<file path="src/rtl/w5300_reg_access.sv">
// Register-access sequencer for the W5300 parallel bus stage: splits 16/32-bit
// register requests into 16-bit bus cycles and returns read data and an error flag.
module w5300_reg_access #(
  parameter int TIMEOUT_CYCLES = 64
) (
  input  logic        clk,
  input  logic        rst,
  input  logic        req_valid,
  output logic        req_ready,
  input  logic        req_wr,
  input  logic        req_wide,
  input  logic [9:0]  req_addr,
  input  logic [31:0] req_wdata,
  output logic        rsp_valid,
  output logic [31:0] rsp_rdata,
  output logic        rsp_err,
  output logic [10:0] bus_caddr,
  output logic [15:0] bus_wr_data,
  output logic        bus_start,
  input  logic        bus_ready,
  input  logic [15:0] bus_rd_data
);

  localparam int CW = $clog2(TIMEOUT_CYCLES + 1);
  localparam logic [CW-1:0] CNT_LAST = CW'(TIMEOUT_CYCLES - 1);

  typedef enum logic [2:0] {
    S_IDLE,
    S_ISSUE,
    S_WAIT_BUSY,
    S_WAIT_DONE,
    S_RESP
  } state_t;

  state_t          state_reg;
  logic            wr_reg;
  logic            wide_reg;
  logic            word_reg;
  logic [9:0]      addr_reg;
  logic [15:0]     wlo_reg;
  logic [15:0]     hi_reg;
  logic [CW-1:0]   wd_cnt_reg;
  logic [9:0]      addr_next;

  assign addr_next = addr_reg + 10'd2;

  // wd_cnt_reg counts cycles since ISSUE, so a stalled word aborts with
  // rsp_valid exactly TIMEOUT_CYCLES cycles after its bus_start.
  always_ff @(posedge clk) begin
    if (rst) begin
      state_reg   <= S_IDLE;
      req_ready   <= 1'b1;
      rsp_valid   <= 1'b0;
      rsp_err     <= 1'b0;
      rsp_rdata   <= 32'h0;
      bus_start   <= 1'b0;
      bus_caddr   <= 11'h400;
      bus_wr_data <= 16'h0;
      wr_reg      <= 1'b0;
      wide_reg    <= 1'b0;
      word_reg    <= 1'b0;
      addr_reg    <= 10'h0;
      wlo_reg     <= 16'h0;
      hi_reg      <= 16'h0;
      wd_cnt_reg  <= '0;
    end else begin
      case (state_reg)
        S_IDLE: begin
          if (req_valid && req_ready) begin
            req_ready <= 1'b0;
            wr_reg    <= req_wr;
            wide_reg  <= req_wide;
            addr_reg  <= req_addr;
            wlo_reg   <= req_wdata[15:0];
            word_reg  <= 1'b0;
            if (req_wide && req_addr[0]) begin
              state_reg <= S_RESP;
              rsp_valid <= 1'b1;
              rsp_err   <= 1'b1;
              rsp_rdata <= 32'h0;
            end else begin
              state_reg   <= S_ISSUE;
              bus_start   <= 1'b1;
              bus_caddr   <= {~req_wr, req_addr};
              bus_wr_data <= req_wide ? req_wdata[31:16] : req_wdata[15:0];
              wd_cnt_reg  <= '0;
            end
          end
        end

        S_ISSUE: begin
          bus_start  <= 1'b0;
          wd_cnt_reg <= wd_cnt_reg + CW'(1);
          state_reg  <= S_WAIT_BUSY;
        end

        S_WAIT_BUSY: begin
          wd_cnt_reg <= wd_cnt_reg + CW'(1);
          if (wd_cnt_reg == CNT_LAST) begin
            state_reg <= S_RESP;
            rsp_valid <= 1'b1;
            rsp_err   <= 1'b1;
            rsp_rdata <= 32'h0;
          end else if (!bus_ready) begin
            state_reg <= S_WAIT_DONE;
          end
        end

        S_WAIT_DONE: begin
          wd_cnt_reg <= wd_cnt_reg + CW'(1);
          // A word that completes on the last allowed cycle still counts as done.
          if (bus_ready) begin
            if (wide_reg && !word_reg) begin
              word_reg    <= 1'b1;
              hi_reg      <= bus_rd_data;
              addr_reg    <= addr_next;
              bus_caddr   <= {~wr_reg, addr_next};
              bus_wr_data <= wlo_reg;
              bus_start   <= 1'b1;
              wd_cnt_reg  <= '0;
              state_reg   <= S_ISSUE;
            end else begin
              state_reg <= S_RESP;
              rsp_valid <= 1'b1;
              rsp_err   <= 1'b0;
              if (wr_reg)
                rsp_rdata <= 32'h0;
              else if (wide_reg)
                rsp_rdata <= {hi_reg, bus_rd_data};
              else
                rsp_rdata <= {16'h0, bus_rd_data};
            end
          end else if (wd_cnt_reg == CNT_LAST) begin
            state_reg <= S_RESP;
            rsp_valid <= 1'b1;
            rsp_err   <= 1'b1;
            rsp_rdata <= 32'h0;
          end
        end

        S_RESP: begin
          rsp_valid <= 1'b0;
          req_ready <= 1'b1;
          state_reg <= S_IDLE;
        end

        default: begin
          state_reg <= S_IDLE;
          req_ready <= 1'b1;
          rsp_valid <= 1'b0;
          bus_start <= 1'b0;
        end
      endcase
    end
  end

endmodule

</file>
<file path="config.mk">
export PLATFORM = sky130hd
export DESIGN_NAME = w5300_reg_access
export DESIGN_NICKNAME = d
export VERILOG_FILES = /design/src/rtl/w5300_reg_access.sv
export SDC_FILE = /design/constraint.sdc
export NUM_CORES = 1
export LEC_CHECK = 0
export ABC_AREA = 1
export BUFFER_PORTS_ARGS = -buffer_cell sky130_fd_sc_hd__buf_2
export CAP_MARGIN = 20
export CORE_MARGIN = 2
export CORE_UTILIZATION = 55
export DETAILED_ROUTE_END_ITERATION = 7
export PLACE_DENSITY_LB_ADDON = 0.08
export SLEW_MARGIN = 0
export SYNTH_ARGS = -nofsm -noshare
export SYNTH_HDL_FRONTEND = slang
export SYNTH_SLANG_ARGS = --single-unit
</file>
<file path="constraint.sdc">
create_clock -name clk -period 4.31 [get_ports clk]
set_input_delay 0.2155 -clock clk [delete_from_list [all_inputs] [get_ports clk]]
set_output_delay 0.2155 -clock clk [all_outputs]
set_load 0.03 [all_outputs]
</file>
## Yosys cells after proc, flatten, opt, wreduce, memory -nomap -nowiden

Index checks and enable logic that the tools add are counted.

| operators by class | value |
|---|---|
| reductions and logical operators | 21 |
| bitwise gates (word level) | 5 |
| mux-type cells | 54 |
| $add $sub $neg | 2 |
| eq/ne operators | 13 |

Operators with widths:

| cell | number |
|---|---|
| $mux 32 | 7 |
| $pmux 32 s3 | 1 |
| $mux 16 | 5 |
| $mux 11 | 4 |
| $pmux 16 s2 | 1 |
| $mux 10 | 3 |
| $mux 7 | 4 |
| $pmux 11 s2 | 1 |
| $mux 3 | 7 |
| $pmux 7 s3 | 1 |
| $pmux 10 s2 | 1 |
| $mux 1 | 13 |
| $pmux 3 s4 | 1 |
| $reduce_and 4->1 | 3 |
| $add 10x2->10 const B | 1 |
| $ne 2x2->1 const B | 5 |
| $reduce_and 5->1 | 2 |
| $ne 3x3->1 const B | 3 |
| $reduce_and 3->1 | 3 |
| $add 7x1->7 const B | 1 |
| $eq 7x6->1 const B | 1 |
| $eq 3x2->1 const B | 2 |
| $pmux 1 s3 | 2 |
| $reduce_bool 3->1 | 2 |
| other kinds (12) | 21 |

| storage, ports and cells | value |
|---|---|
| logic and storage cells | 110 |
| flip-flop bits (word level) | 118 |
| output and inout port bits | 63 |
| input port bits | 64 |

## Longest topological paths before layout

Gate-level depths: netlist of the first run.

| depth | value |
|---|---|
| depth after elaboration | 5 |
| mapped depth | 12 |
| gate-level depth less buffers | 11 |

## Worst setup path before layout of the first run

No wires, ideal clock.

| timing | value |
|---|---|
| kind | register to register |
| start | reg req_ready |
| end | reg rsp_rdata[22] |
| stages on the path, launching flop included | 9 |
| arrival | 1.648 ns |
| slack | 2.528 ns |
| library setup time | 0.134 ns |
| data required time | 4.176 ns |
| cell sequence | dfxtp_1 > nand2_1 > a21oi_1 > nand2_2 > nor2_8 > inv_2 > buf_6 > nand2_1 > a21oi_1 |

| on the way | value |
|---|---|
| word-level cells in the longest chain between the ends | 3 |

Ends and longest elaborated chain:

| element | line | text |
|---|---|---|
| start: declaration | 9 | `output logic req_ready,` |
| start signal: assignment | 52 | `req_ready <= 1'b1;` |
| start signal: assignment | 70 | `req_ready <= 1'b0;` |
| start signal: assignment | 143 | `req_ready <= 1'b1;` |
| $logic_and 1x1->1 | 69 | `if (req_valid && req_ready) begin` |
| $ne 2x2->1 (no source line) | n/a |  |
| $reduce_and 4->1 (no source line) | n/a |  |
| end signal: assignment | 129 | `rsp_rdata <= {hi_reg, bus_rd_data};` |
| end signal: assignment | 131 | `rsp_rdata <= {16'h0, bus_rd_data};` |
| end: declaration | 15 | `output logic [31:0] rsp_rdata,` |

Every way passes these cells.
A chain may end at the register's enable or synchronous reset.

## Worst setup path after layout of the first run

| timing | value |
|---|---|
| start | reg state_reg[0] |
| end | reg bus_caddr[4] |

| on the way | value |
|---|---|
| word-level cells in the longest chain between the ends | 3 |

Ends and longest elaborated chain:

| element | line | text |
|---|---|---|
| start: declaration | 35 | `state_t state_reg;` |
| start signal: assignment | 51 | `state_reg <= S_IDLE;` |
| start signal: assignment | 77 | `state_reg <= S_RESP;` |
| start signal: assignment | 82 | `state_reg <= S_ISSUE;` |
| $eq 3x2->1 or $logic_not 3->1 (tied branches) | 67 | `case (state_reg)` |
| $ne 2x2->1 (no source line) or $reduce_bool 2->1 (tied branches) | n/a |  |
| $reduce_and 5->1 (no source line) | n/a |  |
| end signal: assignment | 84 | `bus_caddr <= {~req_wr, req_addr};` |
| end signal: assignment | 117 | `bus_caddr <= {~wr_reg, addr_next};` |
| end: declaration | 17 | `output logic [10:0] bus_caddr,` |

Several ways; a longest one is shown, not always the timed one.

==> summary.md, run 1 <==
| Metric | Value |
|---|---|
| # port buffers | `126` |
| Top-Level Pins | `127` |
| Reg-to-reg endpoint | `bus_caddr[4]` |
| Synth unique cells | `35` |
| Total number of placement rows | `38` |
| ANT nets after route | `0` |
| Async set-or-reset flop fraction in the synthesized netlist | `0%` |
| Maximum ir drop on the vdd rail | `0.446 mV` |
| Via count normalized by instance count | `5.21` |
| Total Wirelength | `16200 um` |
| Setup slack after layout | `1.57 ns` |
| Master cell of the clock root buffer | `sky130_fd_sc_hd__clkbuf_8` |
| Status | `completed` |
| Mean area per synthesized cell | `6.46 sq um` |
| Count of flip-flops with a built-in enable after synthesis | `0` |
| Total power | `4.99 mW` |
| Clock tree from TritonCTS | `built` |
| Detailed placement HPWL | `10100 um` |
| Net count of the mapped netlist | `1018` |
| Kind of launch point of the worst setup path | `flop` |
| Worst Tran Pin Value | `0.970 ns` |
| Flip-flop and latch count after synthesis | `118` |
| Post CTS Setup Buffer Count | `0` |
| Total vias in the final route | `6386` |
| Initial standard-cell utilization of the core | `56.5%` |
| Required time at the endpoint of the critical path | `4.69 ns` |
| Congestion Overflow GR | `0` |
| Warnings from Yosys | `0` |
| Worst Hold Class | `in -> reg` |
| Dominant register cell in the synthesized netlist | `sky130_fd_sc_hd__dfxtp_1` |
| Post-layout instance count excluding filler cells | `1225` |
| Fraction of final layout cells sized beyond drive strength 1 | `17.1%` |
| Number of max-cap violations | `0` |
| Worst hold path depth | `3` |
| Post-layout net count | `1138` |
| Clock network latency to the later pin of the worst-skew pair | `0.53 ns` |
| Ranking of synthesized cells by area | `sky130_fd_sc_hd__dfxtp_1 (38%), sky130_fd_sc_hd__nand2_1 (19%), sky130_fd_sc_hd__nand3_1 (7.8%)` |
| Final period util | `63.6%` |
| Placement-stage worst setup slack | `1.57 ns` |
| Worst-path clk slew | `0.06 ns` |
| Setup slack on the worst flop-to-flop path | `1.57 ns` |
| Leakage Power | `3.64 nW` |
| Length in cells of the worst reg-to-reg path | `9` |
| Setup repair after global routing missed its margin | `false` |
| Portion of synthesized cell area occupied by the leading cell type | `38.4%` |
| Max Root-Sink Buffers | `2` |
| Post-CTS Resized | `0` |
| Top cell type by total area after synthesis | `sky130_fd_sc_hd__dfxtp_1` |
| Die outline width | `110 um` |
| Placeable Area | `10900 sq um` |
| Critical path peak fanout | `29` |
| Number of antenna violations at the first check in global routing | `0` |
| Maximum clock skew at final layout | `0.00797 ns` |
| Floorplan die area | `12000 sq um` |
| Post-Synthesis Cells | `952` |
| Die boundary height | `110 um` |
| Destination of the worst hold path | `addr_reg[4]` |
| Final-layout setup total negative slack | `0 ns` |
| Largest register FFs | `32` |
| Number of hold-slack violations in the final timing report | `0` |
| CP Capture Type | `flop` |
| Reg-to-Reg Start | `state_reg[0]` |
| Routed length per placed instance | `13.2 um` |
| Detailed Route Iter0 Violations | `429` |
| Layout overhead on the synthesized area | `24.1%` |
| H-tree levels | `4` |
| Final worst path period need | `2.74 ns` |
| Pins over their slew limit | `0` |
| Sequential fraction of the synthesis area | `38.4%` |
| Wire length of the first global-routing pass | `26500 um` |
| Hold path startpoint | `req_addr[4]` |
| Ant. Diodes | `0` |
| Pwr Density | `653 nW/um^2` |
| Register bank with the most flops | `rsp_rdata` |
| WS Path Type | `reg -> reg` |
| Setup violation total in the final timing report | `0` |
| Arr. time, crit path | `3.13 ns` |
| Worst rel slew slack | `35.3%` |
| # clock sinks | `118` |
| Combined global-route utilization of all metal layers | `28.1%` |
| Count of unresolved DRC violations after routing | `0` |
| Maximum number of pins on one net before global-route repair | `67` |
| Number of cells in the design after placement | `1158` |
| Highest Clock Rate | `0.365 GHz` |
| Number of search-and-repair iterations in the first detailed-routing pass | `5` |
| Number of global-route vias before repair | `5656` |
| Clock buffer count from CTS | `17` |
| Post-synthesis cell area | `6150 sq um` |
| Final weighted congestion in routability-driven placement | `0.837` |
## metrics by stage
step / hold WS (ns) / cell area, sq um / util (%)
after CTS: 0.00398 / 7610 / 69.9
after global placement: 0.462 / 6640 / 61.0
final: 0.0183 / 7630 / 70.1
after floorplan: 0.350 / 6150 / -
after detailed placement: 0.459 / 6640 / 61.0
after global routing: 0.0432 / 7630 / 70.1
## critical path: stages (launching register included)
cell	delay [ns]
sky130_fd_sc_hd__dfxtp_1	0.53
sky130_fd_sc_hd__nand2_1	0.15
sky130_fd_sc_hd__nor2_4	0.54
sky130_fd_sc_hd__nand2_4	0.24
sky130_fd_sc_hd__nand2_4	0.18
sky130_fd_sc_hd__nand2_4	0.23
sky130_fd_sc_hd__inv_2	0.48
sky130_fd_sc_hd__nand2_1	0.10
sky130_fd_sc_hd__o21ai_0	0.08
sky130_fd_sc_hd__nor2_1	0.05
## per-layer routing
| metal | part of all wire (%) | vias up | global-route usage, % |
|---|---|---|---|
| met1 | 45 | 2858 | 35.4 |
| met5 | 0 | - | 0 |
| met4 | 1.8 | 0 | 10.6 |
| met2 | 47 | 201 | 46.5 |
| li1 | - | 3303 | - |
| met3 | 6.0 | 24 | 6.76 |
## logic make-up (layout without fill, tap and decap cells)
kind of cell               count (synthesis)  count (layout)  synth area share (%)
AOI/OAI and AO/OA                        170             170                  14.1
buffers and inverters                    111             244                  8.67
DFF                                      118             118                  38.4
and+or+nand+nor                          546             546                  37.6
xor gates and xnor gates                   5               5                 0.712
adders and majority gates                  2               2                 0.407
## placed cells by master (no fill, tap or decap), types with 2 or more instances in the layout
cell type                       synthesis  layout
sky130_fd_sc_hd__nand2_1              318     317
sky130_fd_sc_hd__buf_2                 19     126
sky130_fd_sc_hd__dfxtp_1              118     118
sky130_fd_sc_hd__nor2_1               109     109
sky130_fd_sc_hd__nand3_1               96      96
sky130_fd_sc_hd__o21ai_0               83      83
sky130_fd_sc_hd__a21oi_1               67      67
sky130_fd_sc_hd__inv_1                 40      39
sky130_fd_sc_hd__dlygate4sd3_1          0      34
sky130_fd_sc_hd__clkbuf_16              0      16
sky130_fd_sc_hd__o21ai_1               13      13
sky130_fd_sc_hd__nand2_4                7       7
sky130_fd_sc_hd__buf_4                  2       6
sky130_fd_sc_hd__bufinv_16              0       5
sky130_fd_sc_hd__inv_2                  4       4
sky130_fd_sc_hd__nand2_2                3       4
sky130_fd_sc_hd__xnor2_1                4       4
sky130_fd_sc_hd__clkbuf_1              32       4
sky130_fd_sc_hd__nand4_1                3       3
sky130_fd_sc_hd__clkbuf_8               0       3
sky130_fd_sc_hd__clkinv_2               0       3
sky130_fd_sc_hd__nor2_4                 2       2
sky130_fd_sc_hd__nor3_1                 2       2
sky130_fd_sc_hd__o21a_1                 2       2
sky130_fd_sc_hd__ha_1                   2       2
## layout make-up
cell class,count,area (sq um)
fill,995,3260
tap,140,175
timing repair buffer,167,1040
clock buffer,23,457
inverter,45,171
multi-input combinational,723,3260
sequential,118,2360
clock inverter,9,173
## repair_timing
action                                 CTS  global route
endpoints found under the hold margin   36             0
hold buffers                            34             0
setup endpoints to repair                0             0
## cells in the mapped netlist, types with 2 or more instances
library cell / instances
sky130_fd_sc_hd__nand2_1: 318
sky130_fd_sc_hd__dfxtp_1: 118
sky130_fd_sc_hd__nor2_1: 109
sky130_fd_sc_hd__nand3_1: 96
sky130_fd_sc_hd__o21ai_0: 83
sky130_fd_sc_hd__a21oi_1: 67
sky130_fd_sc_hd__inv_1: 40
sky130_fd_sc_hd__clkbuf_1: 32
sky130_fd_sc_hd__buf_2: 19
sky130_fd_sc_hd__o21ai_1: 13
sky130_fd_sc_hd__buf_6: 11
sky130_fd_sc_hd__nand2_4: 7
sky130_fd_sc_hd__inv_2: 4
sky130_fd_sc_hd__xnor2_1: 4
sky130_fd_sc_hd__nand2_2: 3
sky130_fd_sc_hd__nand4_1: 3
sky130_fd_sc_hd__buf_1: 2
sky130_fd_sc_hd__buf_4: 2
sky130_fd_sc_hd__ha_1: 2
sky130_fd_sc_hd__nor2_4: 2
sky130_fd_sc_hd__nor3_1: 2
sky130_fd_sc_hd__o21a_1: 2
## where the power goes
group / total (mW) / leakage, nW / internal, mW / switching, mW
Clock: 1.52 / 0.306 / 1.03 / 0.491
Combinational: 1.92 / 2.38 / 0.526 / 1.40
Sequential: 1.55 / 0.963 / 1.35 / 0.196
## worst max-delay path by stage
stage	end	slack, ns	from
floorplan	rsp_rdata[22]	2.53	req_ready
global placement	bus_caddr[4]	1.60	state_reg[0]
detailed placement	bus_caddr[4]	1.57	state_reg[0]
CTS	bus_caddr[4]	1.55	state_reg[0]
global route	bus_caddr[9]	1.29	state_reg[0]
finish	bus_caddr[4]	1.57	state_reg[0]
Power figures use the tool's default switching activity.
==> run 2: changes to the inputs <==
- CORE_UTILIZATION: 55 -> 50
- clock period: 4.31 -> 2.2 ns (I/O delays scaled with it)
==> run 2 against run 1 <==
Cell count grew 1.6%. Power is 94% higher. Largest power group unchanged. Global-route usage is 2.3 points lower. Setup slack got worse by 1.3 ns. Wire length up 1.8%. Clock power increased by 78%. Via count down 0.19%. Critical endpoint is now rsp_rdata[30]. Sequential cell count is the same. Non-clock buffer count rose by 13.
==> summary.md, run 2 (synthesis gave the netlist of run 1 again) <==
| Metric | Value |
|---|---|
| Footprint of the multi-input gates | `3260 sq um (unchanged)` |
| CP max-delay cell | `sky130_fd_sc_hd__dfxtp_1` |
| Destination of the worst hold path | `addr_reg[8]` |
| Routed length per placed instance | `13.3 um (+0.26%)` |
| Setup violation total in the final timing report | `0 (unchanged)` |
| Hold path startpoint | `req_addr[8]` |
| Number of max-cap violations | `0 (unchanged)` |
| # port buffers | `126 (unchanged)` |
| Number of antenna violations at the first check in global routing | `0 (unchanged)` |
| Initial standard-cell utilization of the core | `51.2% (-5.3 points)` |
| Detailed placement HPWL | `10700 um (+5.7%)` |
| Arr. time, crit path | `2.32 ns (-0.81 ns)` |
| Worst Tran Pin Value | `0.629 ns (-0.341 ns)` |
| Total power | `9.66 mW (+94%)` |
| Pwr Density | `1250 nW/um^2 (+92%)` |
| Post-CTS Resized | `0 (unchanged)` |
| Combined global-route utilization of all metal layers | `25.8% (-2.3 points)` |
| Ant. Diodes | `0 (unchanged)` |
| Detailed Route Iter0 Violations | `436 (+1.6%)` |
| Congestion Overflow GR | `0 (unchanged)` |
| H-tree levels | `4 (unchanged)` |
| Status | `completed` |
| Clock tree from TritonCTS | `built` |
| Setup slack on the worst flop-to-flop path | `0.22 ns (-1.35 ns)` |
| Post CTS Setup Buffer Count | `0 (unchanged)` |
| Reg area | `2360 sq um (unchanged)` |
| Pins over their slew limit | `0 (unchanged)` |
| Number of hold-slack violations in the final timing report | `0 (unchanged)` |
| Setup repair after global routing missed its margin | `false` |
| Most used cells in the layout excluding fill and tap cells | `sky130_fd_sc_hd__nand2_1 (317), sky130_fd_sc_hd__buf_2 (126), sky130_fd_sc_hd__dfxtp_1 (118), sky130_fd_sc_hd__nor2_1 (109), sky130_fd_sc_hd__nand3_1 (96)` |
| Critical-path cell list | `nand2_1 -> nor2_4 -> nand2_4 -> nand2_4 -> nor2_8 -> inv_2 -> nand2_1 -> a21oi_1` |
| Length in cells of the worst reg-to-reg path | `8 (-1)` |
| WS Path Type | `reg -> reg` |
| ANT nets after route | `0 (unchanged)` |
| Worst Hold Class | `in -> reg` |
| Commonest non-fill, non-tap cell in the layout | `sky130_fd_sc_hd__nand2_1` |
| Number of global-route vias before repair | `5750 (+1.7%)` |
| Clock buffer count from CTS | `17 (unchanged)` |
| Required time at the endpoint of the critical path | `2.54 ns (-2.15 ns)` |
| Leakage Power | `3.69 nW (+1.3%)` |
| Max Root-Sink Buffers | `2 (unchanged)` |
| Fraction of final layout cells sized beyond drive strength 1 | `17.8% (+0.63 points)` |
| Via count normalized by instance count | `5.12 (-1.7%)` |
| CP Capture Type | `flop` |
| Final period util | `90.1% (+26 points)` |
| Highest Clock Rate | `0.505 GHz (+38%)` |
| Count of unresolved DRC violations after routing | `0 (unchanged)` |
| Maximum ir drop on the vdd rail | `1.02 mV (+130%)` |
| Worst hold path depth | `5 (+2)` |
| Layout overhead on the synthesized area | `25.3%` |
| Final weighted congestion in routability-driven placement | `0.831 (-0.78%)` |
| Count of hold-fix buffers inserted at cts | `34 (unchanged)` |
| Total vias in the final route | `6374 (-0.19%)` |
| Reg-to-Reg Start | `state_reg[0]` |
| Worst-path clk slew | `0.05 ns (about the same)` |
| Maximum clock skew at final layout | `0.00684 ns (-0.00113 ns)` |
| Total Wirelength | `16500 um (+1.8%)` |
| Clock network latency to the later pin of the worst-skew pair | `0.42 ns (-0.11 ns)` |
| Final-layout setup total negative slack | `0 ns (unchanged)` |
| Total number of placement rows | `40 (+5.3%)` |
| Master cell of the clock root buffer | `sky130_fd_sc_hd__clkbuf_16` |
| Die outline width | `115 um (+4.7%)` |
| End-of-flow core utilization | `64.1% (-5.9 points)` |
| Kind of launch point of the worst setup path | `flop` |
| Max incr delay on CP | `0.52 ns (-0.02 ns)` |
| Post-layout net count | `1151 (+1.1%)` |
| Final worst path period need | `1.98 ns (-0.761 ns)` |
| Top-Level Pins | `127 (unchanged)` |
| Register bank with the most flops | `rsp_rdata` |
| # clock sinks | `118 (unchanged)` |
| Placeable Area | `12000 sq um (+10%)` |
| Reg-to-reg endpoint | `rsp_rdata[30]` |
| Floorplan die area | `13200 sq um (+9.6%)` |
| Critical path peak fanout | `31 (+6.9%)` |
| Post-layout instance count excluding filler cells | `1244 (+1.6%)` |
| Number of search-and-repair iterations in the first detailed-routing pass | `5 (unchanged)` |
| Wire length of the first global-routing pass | `27300 um (+3.0%)` |
| Worst rel slew slack | `57.8% (+23 points)` |
| Number of cells in the design after placement | `1179 (+1.8%)` |
| Maximum number of pins on one net before global-route repair | `57 (-15%)` |
| Final-layout fill cell count | `1096 (+10%)` |
| Die boundary height | `115 um (+4.7%)` |
| Post-route worst hold slack | `0.0169 ns (-0.00140 ns)` |
| Largest register FFs | `32 (unchanged)` |
==> run 2: area by class of cell <==
type                       instances  share of cell area (%)
multi-input combinational        723                    42.3
clock buffer                      28                    6.58
sequential                       118                    30.7
timing repair buffer             180                    15.0
tap                              147                    2.39
inverter                          45                    2.23
clock inverter                     3                   0.845
==> run 2: layer usage <==
layer	vias to the layer above	GRT usage (%)	part of all wire, %
met5	-	0	0
met4	0	9.80	1.8
met3	27	5.85	5.8
met2	184	42.9	47
met1	2838	32.7	45
li1	3325	-	-
==> run 2: critical path: cells and delay by family, from the launching register on <==
| family | cells | cell delay (ns) |
|---|---|---|
| and+or+nand+nor | 6 | 0.76 |
| DFF | 1 | 0.52 |
| AOI/OAI and AO/OA | 1 | 0.20 |
| buffers and inverters | 1 | 0.41 |
==> run 2: where the power goes <==
| part | switching [mW] | leakage (nW) | total (mW) | internal, mW |
|---|---|---|---|---|
| sequential | 0.342 | 0.963 | 2.99 | 2.65 |
| combinational | 2.79 | 2.45 | 3.95 | 1.16 |
| clock | 0.936 | 0.279 | 2.71 | 1.78 |
==> run 2: worst max-delay path by stage <==
stage / cells after the start / slack, ns / endpoint / startpoint
global placement: 7 / 0.27 / rsp_rdata[7] / state_reg[0]
detailed placement: 7 / 0.24 / rsp_rdata[7] / state_reg[0]
floorplan: 8 / 0.42 / rsp_rdata[22] / req_ready
CTS: 8 / 0.19 / rsp_rdata[30] / state_reg[0]
global route: 8 / 0.05 / rsp_rdata[17] / state_reg[0]
finish: 8 / 0.22 / rsp_rdata[30] / state_reg[0]
==> run 2: stage by stage <==
step	setup slack, ns	area (sq um)
global placement	0.269	6790
floorplan	0.418	6150
finish	0.218	7700
CTS	0.191	7700
global route	0.0463	7700
detailed placement	0.238	6790
==> run 3: changes to the inputs <==
- BUFFER_PORTS_ARGS: -buffer_cell sky130_fd_sc_hd__buf_2 -> not set
- CORE_UTILIZATION: 50 -> 55
- DONT_BUFFER_PORTS: not set -> 1
==> run 3 against run 2 <==
Power fell by 1.0%. Die area down 8.8%. Via count fell by 0.36%. Clock power about the same. Sequential power is 18% higher. Maximum frequency is 0.87% lower. Global-route usage grew 3.4 points. Combinational power down 16%. Register-to-register slack worse by 0.02 ns. Utilization grew 3.7 points. Clock skew increased by 0.0034 ns. Cell area fell by 4.1%. Critical endpoint is now addr_reg[6]. Largest cell class unchanged.
==> summary.md, run 3 (synthesis gave the netlist of run 1 again) <==
| Metric | Value |
|---|---|
| Status | `completed` |
| Detailed Route Iter0 Violations | `455 (+4.4%)` |
| Register bank with the most flops | `rsp_rdata` |
| Master cell of the clock root buffer | `sky130_fd_sc_hd__clkbuf_8` |
| ANT nets after route | `0 (unchanged)` |
| Leakage Power | `3.24 nW (-12%)` |
| Initial standard-cell utilization of the core | `56.5% (+5.3 points)` |
| Die boundary height | `110 um (-4.5%)` |
| Final weighted congestion in routability-driven placement | `0.855 (+2.9%)` |
| Post-route worst hold slack | `0.0111 ns (-0.00583 ns)` |
| Clock tree from TritonCTS | `built` |
| Fraction of final layout cells sized beyond drive strength 1 | `7.69% (-10 points)` |
| Routed length per placed instance | `15.5 um (+17%)` |
| Final-layout setup total negative slack | `0 ns (unchanged)` |
| Total power | `9.56 mW (-1.0%)` |
| Detailed placement HPWL | `10800 um (+1.5%)` |
| Highest Clock Rate | `0.500 GHz (-0.87%)` |
| Worst Hold Class | `in -> reg` |
| # port buffers | `0 (-100%)` |
| Pwr Density | `1290 nW/um^2 (+3.2%)` |
| Clock network latency to the later pin of the worst-skew pair | `0.52 ns (+0.10 ns)` |
| Most used cells in the layout excluding fill and tap cells | `sky130_fd_sc_hd__nand2_1 (317), sky130_fd_sc_hd__dfxtp_1 (118), sky130_fd_sc_hd__nor2_1 (109), sky130_fd_sc_hd__nand3_1 (96), sky130_fd_sc_hd__o21ai_0 (83)` |
| Required time at the endpoint of the critical path | `2.62 ns (+0.08 ns)` |
| Floorplan die area | `12000 sq um (-8.8%)` |
| Maximum ir drop on the vdd rail | `0.677 mV (-34%)` |
| Number of antenna violations at the first check in global routing | `0 (unchanged)` |
| Worst-path clk slew | `0.06 ns (about the same)` |
| Congestion Overflow GR | `0 (unchanged)` |
| H-tree levels | `4 (unchanged)` |
| Worst Tran Pin Value | `0.894 ns (+0.266 ns)` |
| Worst rel slew slack | `40.2% (-18 points)` |
| CP Capture Type | `flop` |
| Arr. time, crit path | `2.42 ns (+0.10 ns)` |
| Post-layout net count | `1055 (-8.3%)` |
| Setup repair after global routing missed its margin | `false` |
| Commonest non-fill, non-tap cell in the layout | `sky130_fd_sc_hd__nand2_1` |
| Setup violation total in the final timing report | `0 (unchanged)` |
| Total number of placement rows | `38 (-5.0%)` |
| Number of global-route vias before repair | `5808 (+1.0%)` |
| Pins over their slew limit | `0 (unchanged)` |
| Layout overhead on the synthesized area | `20.2%` |
| Placeable Area | `10900 sq um (-9.4%)` |
| WS Path Type | `reg -> reg` |
| Total Wirelength | `17700 um (+7.2%)` |
| Wire length of the first global-routing pass | `27700 um (+1.4%)` |
| # clock sinks | `118 (unchanged)` |
| Top-Level Pins | `127 (unchanged)` |
| Ant. Diodes | `0 (unchanged)` |
| Maximum clock skew at final layout | `0.0103 ns (+0.00345 ns)` |
| Final worst path period need | `2.00 ns (+0.0175 ns)` |
| Number of max-cap violations | `0 (unchanged)` |
| Final period util | `90.9% (+0.79 points)` |
| Via count normalized by instance count | `5.57 (+8.6%)` |
| Critical path peak fanout | `34 (+9.7%)` |
| Clock buffer count from CTS | `17 (unchanged)` |
| Combined global-route utilization of all metal layers | `29.2% (+3.4 points)` |
| Largest register FFs | `32 (unchanged)` |
| End-of-flow core utilization | `67.9% (+3.7 points)` |
| Kind of launch point of the worst setup path | `flop` |
| Maximum number of pins on one net before global-route repair | `67 (+18%)` |
| Die outline width | `110 um (-4.5%)` |
| Number of hold-slack violations in the final timing report | `0 (unchanged)` |
| Count of unresolved DRC violations after routing | `0 (unchanged)` |
| Max Root-Sink Buffers | `2 (unchanged)` |
| Total vias in the final route | `6351 (-0.36%)` |
| Number of search-and-repair iterations in the first detailed-routing pass | `5 (unchanged)` |
## run 3: through the flow
stage,instances,instance area [sq um],worst slack (ns)
floorplan,952,6150,0.418
global placement,1045,6130,0.191
detailed placement,1045,6130,0.132
CTS,1140,7350,0.111
global route,1141,7390,0.00701
finish,1141,7390,0.201
## run 3: repair_timing
item                                    CTS  global route
endpoints found under the hold margin   109             0
setup buffers                             0             0
hold buffers                             64             0
endpoints found under the setup margin    0            12
resized for setup                         0             3
## run 3: power by group
part | internal [mW] | switching [mW] | leakage, nW
Combinational | 1.05 | 2.28 | 2.00
Sequential | 2.65 | 0.895 | 0.963
Clock | 1.66 | 1.02 | 0.268
## run 3: final timing paths
kind	from	to	slack, ns	cells after the start
max	state_reg[0]	addr_reg[6]	0.20	9
min	req_wide	bus_wr_data[7]	0.01	5
max reg2reg	state_reg[0]	addr_reg[6]	0.20	9
min reg2reg	word_reg	word_reg	0.47	2
## run 3: layout make-up
class | instances | area (sq um)
clock buffer | 19 | 442
clock inverter | 12 | 130
fill | 925 | 3500
inverter | 45 | 174
multi-input combinational | 723 | 3260
sequential | 118 | 2360
tap | 140 | 175
timing repair buffer | 84 | 850
## run 3: worst max-delay path: stages (launching register included)
cell                      delay [ns]
sky130_fd_sc_hd__dfxtp_1        0.53
sky130_fd_sc_hd__nand2_1        0.15
sky130_fd_sc_hd__nor2_4         0.16
sky130_fd_sc_hd__buf_6          0.29
sky130_fd_sc_hd__nand2_1        0.16
sky130_fd_sc_hd__nand3_4        0.18
sky130_fd_sc_hd__inv_2          0.11
sky130_fd_sc_hd__o21a_1         0.17
sky130_fd_sc_hd__o21ai_0        0.06
sky130_fd_sc_hd__inv_1          0.05
## run 3: per-layer routing
layer / vias to the layer above / share of wire [%] / track usage (%)
met3: 28 / 7.8 / 7.77
met2: 274 / 49 / 49.7
met1: 2916 / 42 / 35.5
li1: 3133 / - / -
met5: - / 0 / 0
met4: 0 / 1.5 / 10.1
